File: config.mk
export PLATFORM = sky130hd
export DESIGN_NAME = roi_gray_binarize
export DESIGN_NICKNAME = d
export VERILOG_FILES = /design/src/rtl/roi_gray_binarize.sv
export SDC_FILE = /design/constraint.sdc
export NUM_CORES = 1
export LEC_CHECK = 0
export CAP_MARGIN = 20
export CORE_ASPECT_RATIO = 0.8
export CORE_MARGIN = 4
export CORE_UTILIZATION = 40
export DETAILED_ROUTE_END_ITERATION = 16
export MAX_ROUTING_LAYER = met4
export SYNTH_ARGS = -nofsm -noshare
export SYNTH_HDL_FRONTEND = slang
export SYNTH_SLANG_ARGS = --single-unit
File: constraint.sdc
create_clock -name aclk -period 5.14 [get_ports aclk]
set_input_delay 0.514 -clock aclk [delete_from_list [all_inputs] [get_ports aclk]]
set_output_delay 0.514 -clock aclk [all_outputs]
set_load 0.005 [all_outputs]
File: src/rtl/roi_gray_binarize.sv
`default_nettype none
// +-----------------------------------------------------------------------------+
// | Module      : roi_gray_binarize                                              |
// | Description : Two-stage AXI4-Stream RGB->gray->binary pixel pipeline with    |
// |               frame statistics (white pixel count, frame done, line error).  |
// | Revision    : 1.0 - initial release                                          |
// +-----------------------------------------------------------------------------+
module roi_gray_binarize #(
    parameter int IMAGE_WIDTH      = 640,
    parameter int IMAGE_HEIGHT     = 480,
    parameter int AXIS_TDATA_WIDTH = 24,
    parameter int THRESHOLD        = 128
) (
    input  logic                        aclk,
    input  logic                        areset,
    input  logic [AXIS_TDATA_WIDTH-1:0] s_axis_tdata,
    input  logic                        s_axis_tvalid,
    output logic                        s_axis_tready,
    input  logic                        s_axis_tlast,
    input  logic                        s_axis_tuser,
    output logic [AXIS_TDATA_WIDTH-1:0] m_axis_tdata,
    output logic                        m_axis_tvalid,
    input  logic                        m_axis_tready,
    output logic                        m_axis_tlast,
    output logic                        m_axis_tuser,
    output logic                        frame_done,
    output logic [18:0]                 white_count,
    output logic                        err_line
);

    localparam logic [9:0] c_COL_LAST = 10'(IMAGE_WIDTH - 1);
    localparam logic [8:0] c_ROW_LAST = 9'(IMAGE_HEIGHT - 1);
    localparam logic [7:0] c_THRESH   = 8'(THRESHOLD);

    logic                        w_adv;
    logic [15:0]                 w_gray_sum;
    logic                        r_s1_valid;
    logic [7:0]                  r_s1_gray;
    logic                        r_s1_last;
    logic                        r_s1_user;
    logic                        r_m_valid;
    logic [AXIS_TDATA_WIDTH-1:0] r_m_data;
    logic                        r_m_last;
    logic                        r_m_user;

    assign w_adv         = m_axis_tready | ~r_m_valid;
    assign s_axis_tready = w_adv;

    // Weights sum to 256, so the 16-bit sum never overflows.
    assign w_gray_sum = 16'd77  * {8'd0, s_axis_tdata[23:16]}
                      + 16'd150 * {8'd0, s_axis_tdata[15:8]}
                      + 16'd29  * {8'd0, s_axis_tdata[7:0]};

    always_ff @(posedge aclk or posedge areset) begin
        if (areset) begin
            r_s1_valid <= 1'b0;
            r_s1_gray  <= 8'd0;
            r_s1_last  <= 1'b0;
            r_s1_user  <= 1'b0;
            r_m_valid  <= 1'b0;
            r_m_data   <= '0;
            r_m_last   <= 1'b0;
            r_m_user   <= 1'b0;
        end else if (w_adv) begin
            r_s1_valid <= s_axis_tvalid;
            r_s1_gray  <= 8'(w_gray_sum >> 8);
            r_s1_last  <= s_axis_tlast;
            r_s1_user  <= s_axis_tuser;
            r_m_valid  <= r_s1_valid;
            r_m_data   <= (r_s1_gray >= c_THRESH) ? {AXIS_TDATA_WIDTH{1'b1}} : '0;
            r_m_last   <= r_s1_last;
            r_m_user   <= r_s1_user;
        end
    end

    assign m_axis_tvalid = r_m_valid;
    assign m_axis_tdata  = r_m_data;
    assign m_axis_tlast  = r_m_last;
    assign m_axis_tuser  = r_m_user;

    logic        w_hs;
    logic [9:0]  w_col_eff;
    logic [8:0]  w_row_eff;
    logic [18:0] w_run_eff;
    logic [18:0] w_run_next;
    logic        w_len_err;
    logic [9:0]  r_col;
    logic [8:0]  r_row;
    logic [18:0] r_run;
    logic        r_frame_done;
    logic [18:0] r_white_count;
    logic        r_err_line;

    // Start-of-frame overrides position and count before this beat is evaluated.
    assign w_hs       = r_m_valid & m_axis_tready;
    assign w_col_eff  = r_m_user ? 10'd0 : r_col;
    assign w_row_eff  = r_m_user ? 9'd0  : r_row;
    assign w_run_eff  = r_m_user ? 19'd0 : r_run;
    assign w_run_next = w_run_eff + {18'd0, r_m_data[0]};
    assign w_len_err  = r_m_last ? (w_col_eff != c_COL_LAST) : (w_col_eff == c_COL_LAST);

    always_ff @(posedge aclk or posedge areset) begin
        if (areset) begin
            r_col         <= 10'd0;
            r_row         <= 9'd0;
            r_run         <= 19'd0;
            r_frame_done  <= 1'b0;
            r_white_count <= 19'd0;
            r_err_line    <= 1'b0;
        end else begin
            r_frame_done <= 1'b0;
            if (w_hs) begin
                if (w_len_err)
                    r_err_line <= 1'b1;
                if (r_m_last) begin
                    r_col <= 10'd0;
                    if (w_row_eff == c_ROW_LAST) begin
                        r_row         <= 9'd0;
                        r_run         <= 19'd0;
                        r_frame_done  <= 1'b1;
                        r_white_count <= w_run_next;
                    end else begin
                        r_row <= w_row_eff + 9'd1;
                        r_run <= w_run_next;
                    end
                end else begin
                    r_col <= w_col_eff + 10'd1;
                    r_row <= w_row_eff;
                    r_run <= w_run_next;
                end
            end
        end
    end

    assign frame_done  = r_frame_done;
    assign white_count = r_white_count;
    assign err_line    = r_err_line;

endmodule
`default_nettype wire

Yosys cells after proc, flatten, opt, wreduce, memory -nomap -nowiden
Index checks and enable logic that the tools add are counted.
{"block": "word_totals", "register_bits": 97, "inputBits": 30, "out_inout_bits": 49, "word_cells": 44}
{"block": "classes", "add_sub_neg": 5, "multipliers": 3, "magnitude_cmp": 1, "n_eq_ne": 3, "n_mux": 13, "bitwise": 3, "n_reduce_logical": 2}
{"cell": "19-bit two-way mux", "n": 3}
{"cell": "7-bit by 8-bit multiplier with 15-bit output, first input constant", "n": 2}
{"cell": "9-bit two-way mux", "n": 3}
{"cell": "24-bit two-way mux", "n": 1}
{"cell": "10-bit two-way mux", "n": 2}
{"cell": "19-bit by 1-bit adder with 19-bit output", "n": 1}
{"cell": "15-bit by 16-bit adder with 16-bit output", "n": 1}
{"cell": "16-bit by 13-bit adder with 16-bit output", "n": 1}
{"cell": "5-bit by 8-bit multiplier with 13-bit output, first input constant", "n": 1}
{"cell": "10-bit by 1-bit adder with 10-bit output, second input constant", "n": 1}
{"cell": "10-bit == test, second input constant", "n": 1}
{"cell": "10-bit inequality test, second input constant", "n": 1}
{"cell": "9-bit by 1-bit adder with 9-bit output, second input constant", "n": 1}
{"cell": "9-bit == test, second input constant", "n": 1}
{"cell": "8-bit greater-or-equal comparator, second input constant", "n": 1}
{"cell": "1-bit two-way mux", "n": 4}
{"cell": "3-bit AND reduction", "n": 1}
{"cell": "2-bit AND reduction", "n": 1}
{"cell": "1-bit AND", "n": 1}
{"cell": "1-bit inverter", "n": 1}
{"cell": "1-bit bitwise OR", "n": 1}

Longest topological paths before layout
{"block": "logic_depth", "ltp_word": 5, "mapped_depth": 25, "mapped_depth_nobuf": 25}

Least setup slack after synthesis
OpenSTA, ideal clock, no wires.
{"block": "synth_timing", "kind": "input to register", "from": "input s_axis_tdata[12]", "to": "register r_s1_gray[7]", "setup_ns": 0.125, "arrival_time_ns": 5.855, "required_ns": 5.015, "path_slack_ns": -0.840, "cell_stages": 22, "path_buffers": 0, "path_cell_list": "ha_1 ha_1 inv_1 fa_1 fa_1 inv_1 ha_1 xnor2_1 fa_1 fa_1 inv_1 fa_1 fa_1 inv_1 ha_1 nand2_1 o21ai_0 a31oi_1 or3_1 nand3_1 xor2_1 o21ai_1"}
{"block": "synth_via", "elab_chain_cells": 3}
{"element": "start, declared", "line": "16", "source": "input logic [AXIS_TDATA_WIDTH-1:0] s_axis_tdata,"}
{"element": "7-bit by 8-bit multiplier with 15-bit output", "line": "51", "source": "+ 16'd150 * {8'd0, s_axis_tdata[15:8]}"}
{"element": "15-bit by 16-bit adder with 16-bit output", "line": "51"}
{"element": "16-bit by 13-bit adder with 16-bit output", "line": "52", "source": "+ 16'd29 * {8'd0, s_axis_tdata[7:0]};"}
{"element": "end signal, assigned", "line": "66", "source": "r_s1_gray <= 8'(w_gray_sum >> 8);"}
{"element": "end, declared", "line": "38", "source": "logic [7:0] r_s1_gray;"}
Every way passes these cells.
A chain may end at the register's enable or synchronous reset.

Worst setup path after layout
Ends and elaborated chain as after synthesis.

==> summary.md <==
| Metric | Value |
|---|---|
| Status | finished with violations |
| Violated checks | setup timing |
| Final hold vios | 0 |
| Cts hold-fix bufs | 0 |
| Worst-Skew Late Latency | between 0.3 and 0.4 ns |
| Syn nets | between 800 and 900 |
| Library cells used by synthesis | 56 |
| Hold WS | approximately 0.42 ns |
| Placed wire-length estimate | 11300 um |
| Core ar. | about 16000 um^2 |
| Grt ovf | 0 |
| Gpl congestion | 0.821 |
| Clock Pin Slew Worst Setup and Hold Paths | about 0.06 ns |
| Initial antenna violation count | 0 |
| TritonCTS clock tree | built |
| Most common cell in the netlist | inv_1 |
| Worst Setup Start Kind | primary input |
| Top-level port count | 79 |
| Setup violators final | 1 |
| Sw power | 1640 uW |
| CTS root buf | clkbuf_16 |
| Synth top area share | 0.256 |
| Horiz. Die Dim | about 150 um |
| First-pass GRT wire length | approximately 24000 um |
| Vias/cell | between 5 and 6 |
| Critical Path End Type | flip-flop |
| Critical Path RT | roughly 5.3 ns |
| Die Area | about 19000 um^2 |
| Nets | 964 |
| Yosys warns | 0 |
| Crit path kind | in2reg |
| Max-Cap Viols | 0 |
| Antenna Violating Nets Remaining | 0 |
| Cell area power density | a little under 500 nW/um^2 |
| Lkg Pwr | ~0.0039 uW |
| Type of the most critical hold path | in2async |
| Pre-antenna DRT Iters | 6 |
| Total wire length | between 10000 and 15000 um |
| H-tree depth | 3 |
| Post-synth EDFFs | 0 |
| Post-Syn Instances | 698 |
| Flops & latches, synth | 67 |
| Pin count of the biggest net entering global routing | between 50 and 60 |
| Switching Share | 0.410 |
| DRC | 0 |
| Worst-case clock buffer depth | 2 |
| RSZ-0062 raised after global routing | yes |
| Fin crit share | 1.08 |
| FMAX | roughly 180 MHz |
| Initial DRC count | around 230 |
| CP max FO | 4 |
| Initial Utilization | 0.412 |
| Relative slew margins | 0.363 |
| Slew Viols, Final | 0 |
| Sequential power share | 0.160 |
| Pre-CTS setup slack | -1.26 ns |
| Port Buf Inserts | 78 |
| Synthesized area per cell | approximately 9.4 um^2 |
| Clk pwr share | 0.176 |
| Min Clock Period, post-route | between 5 and 6 ns |
| GRT Util Overall | 0.168 |
| Post-synth top area cell | dfrtp_1 |
| Total power | between 4000 and 5000 uW |
| Syn-to-layout area delta | 26.7% |
| Worst setup margin | -0.412 ns |
| Internal power | approximately 2400 uW |
| DR vias | between 5k and 6k |
| Commonest cells post-synth | inv_1, ha_1, nand2_1 |
| Slew @ Worst Pin | 0.956 ns |
| Synth top area cells | dfrtp_1, fa_1, ha_1 |
| Die Y | between 100 and 150 um |
| Async S/R FF share, synth | 1.00 |
| ANT cells | 0 |
| Standard-cell row count | 41 |
| Sequential share of the synthesized area | 0.256 |
| Mapped Area | roughly 6600 um^2 |
| Worst VDD drop | a little under 400 uV |
| WP data arrival | about 5.7 ns |
| Most used DFF post-synth | dfrtp_1 |
| Sink Count | between 60 and 70 |
| Layout cell share with drive strength beyond 1 | 0.147 |
| Worst Skew | approximately 0.0090 ns |
| Vias in the first global route | about 5.2k |
| Wire per inst | ~14 um |
| Logic pwr share | 0.663 |
| CTS buffer count | 9 |
## cell families after synthesis
group	after synthesis	synth area share
DFF	67	0.256
and+or+nand+nor	192	0.155
AOI/OAI and AO/OA	126	0.119
xor gates and xnor gates	28	0.0374
buffers and inverters	142	0.0966
adders and majority gates	143	0.336
## worst max-delay path, cell delays in order
cell and delay [ns]:
buf_12 0.11, ha_4 0.24, ha_4 0.25, inv_2 0.03
fa_1 0.45, fa_1 0.51, inv_2 0.05, ha_4 0.26
xnor2_4 0.15, fa_1 0.49, fa_1 0.51, inv_2 0.04
fa_1 0.46, fa_1 0.51, inv_2 0.05, ha_4 0.28
nand2_2 0.05, o21ai_2 0.10, a31oi_1 0.06, or3_1 0.31
nand3_1 0.08, xor2_1 0.16, o21ai_1 0.07
## flip-flops by register name (all words and copies together), names as in the netlist
register	cells
m_axis_tlast	1
white_count	19
r_s1_gray	1
r_s1_user	1
m_axis_tuser	1
frame_done	1
r_row	9
err_line	1
r_col	10
m_axis_tdata	1
r_s1_valid	1
r_s1_last	1
m_axis_tvalid	1
r_run	19
## metal layers
metal,global-route usage,vias to the layer above,share of wire,routed length (um)
met5,-,-,0,0
met4,0.0391,0,0.011,163
met3,0.0292,20,0.042,606
met2,0.251,124,0.43,6200
met1,0.239,2442,0.51,7320
li1,-,2519,-,-
## area by class of cell
type                       count  area [um^2]
timing repair buffer         127         1140
fill                        1435         7600
multi-input combinational    489         4510
clock buffer                  10          229
tap                          215          269
inverter                      97          364
sequential                    67         1680
clock inverter                 6          113
## per-stage QoR
step	cell area [um^2]	TNS (ns)	utilization	cells
final	8300	-0.412	0.522	1011
after global routing	8300	-0.590	0.522	1011
after CTS	8220	-0.482	0.517	1010
after detailed placement	7780	-1.26	0.489	993
after global placement	7780	-1.15	0.489	993
after floorplan	6650	-0.388	-	698
## worst paths after layout
| path | from | to | slack (ns) | cells past startpoint |
|---|---|---|---|---|
| setup / recovery | s_axis_tdata[12] | r_s1_gray[7] | -0.41 | 23 |
| hold / removal | areset | r_run[6] | 0.42 | 2 |
| setup reg to reg | m_axis_tdata[22] | r_run[18] | 2.17 | 9 |
| hold reg to reg | err_line | err_line | 0.46 | 1 |
| max in group asynchronous | areset | r_col[0] | 3.72 | 3 |
| min in group aclk | err_line | err_line | 0.46 | 1 |
## power groups by stage
stage	clock, uW	sequential [uW]	combinational, uW
floorplan	0	625	1750
global placement	0	648	2290
detailed placement	0	652	2360
CTS	720	643	2420
global route	743	653	3080
finish	707	643	2660
## what timing repair did
item,CTS,global route
endpoints found under the setup margin,1,1
pin swaps,12,17
gates resized for setup,38,18
buffers inserted,1,1
## placed cells by master (no fill, tap or decap), drive strengths merged, types with 7 or more instances in the layout
master,synthesis,routed
nand4,10,10
nor3,7,7
a32o,8,8
clkbuf,15,11
a21oi,19,19
inv,97,98
nor2,17,17
nand2,81,81
nand3,15,15
fa,55,55
o21ai,58,58
clkdlybuf4s50,0,70
xnor2,14,14
nand2b,9,9
ha,88,88
xor2,14,14
buf,30,53
nor2b,24,24
o31ai,14,14
dfrtp,67,67
Note: power is estimated with default switching activity, not from simulation.
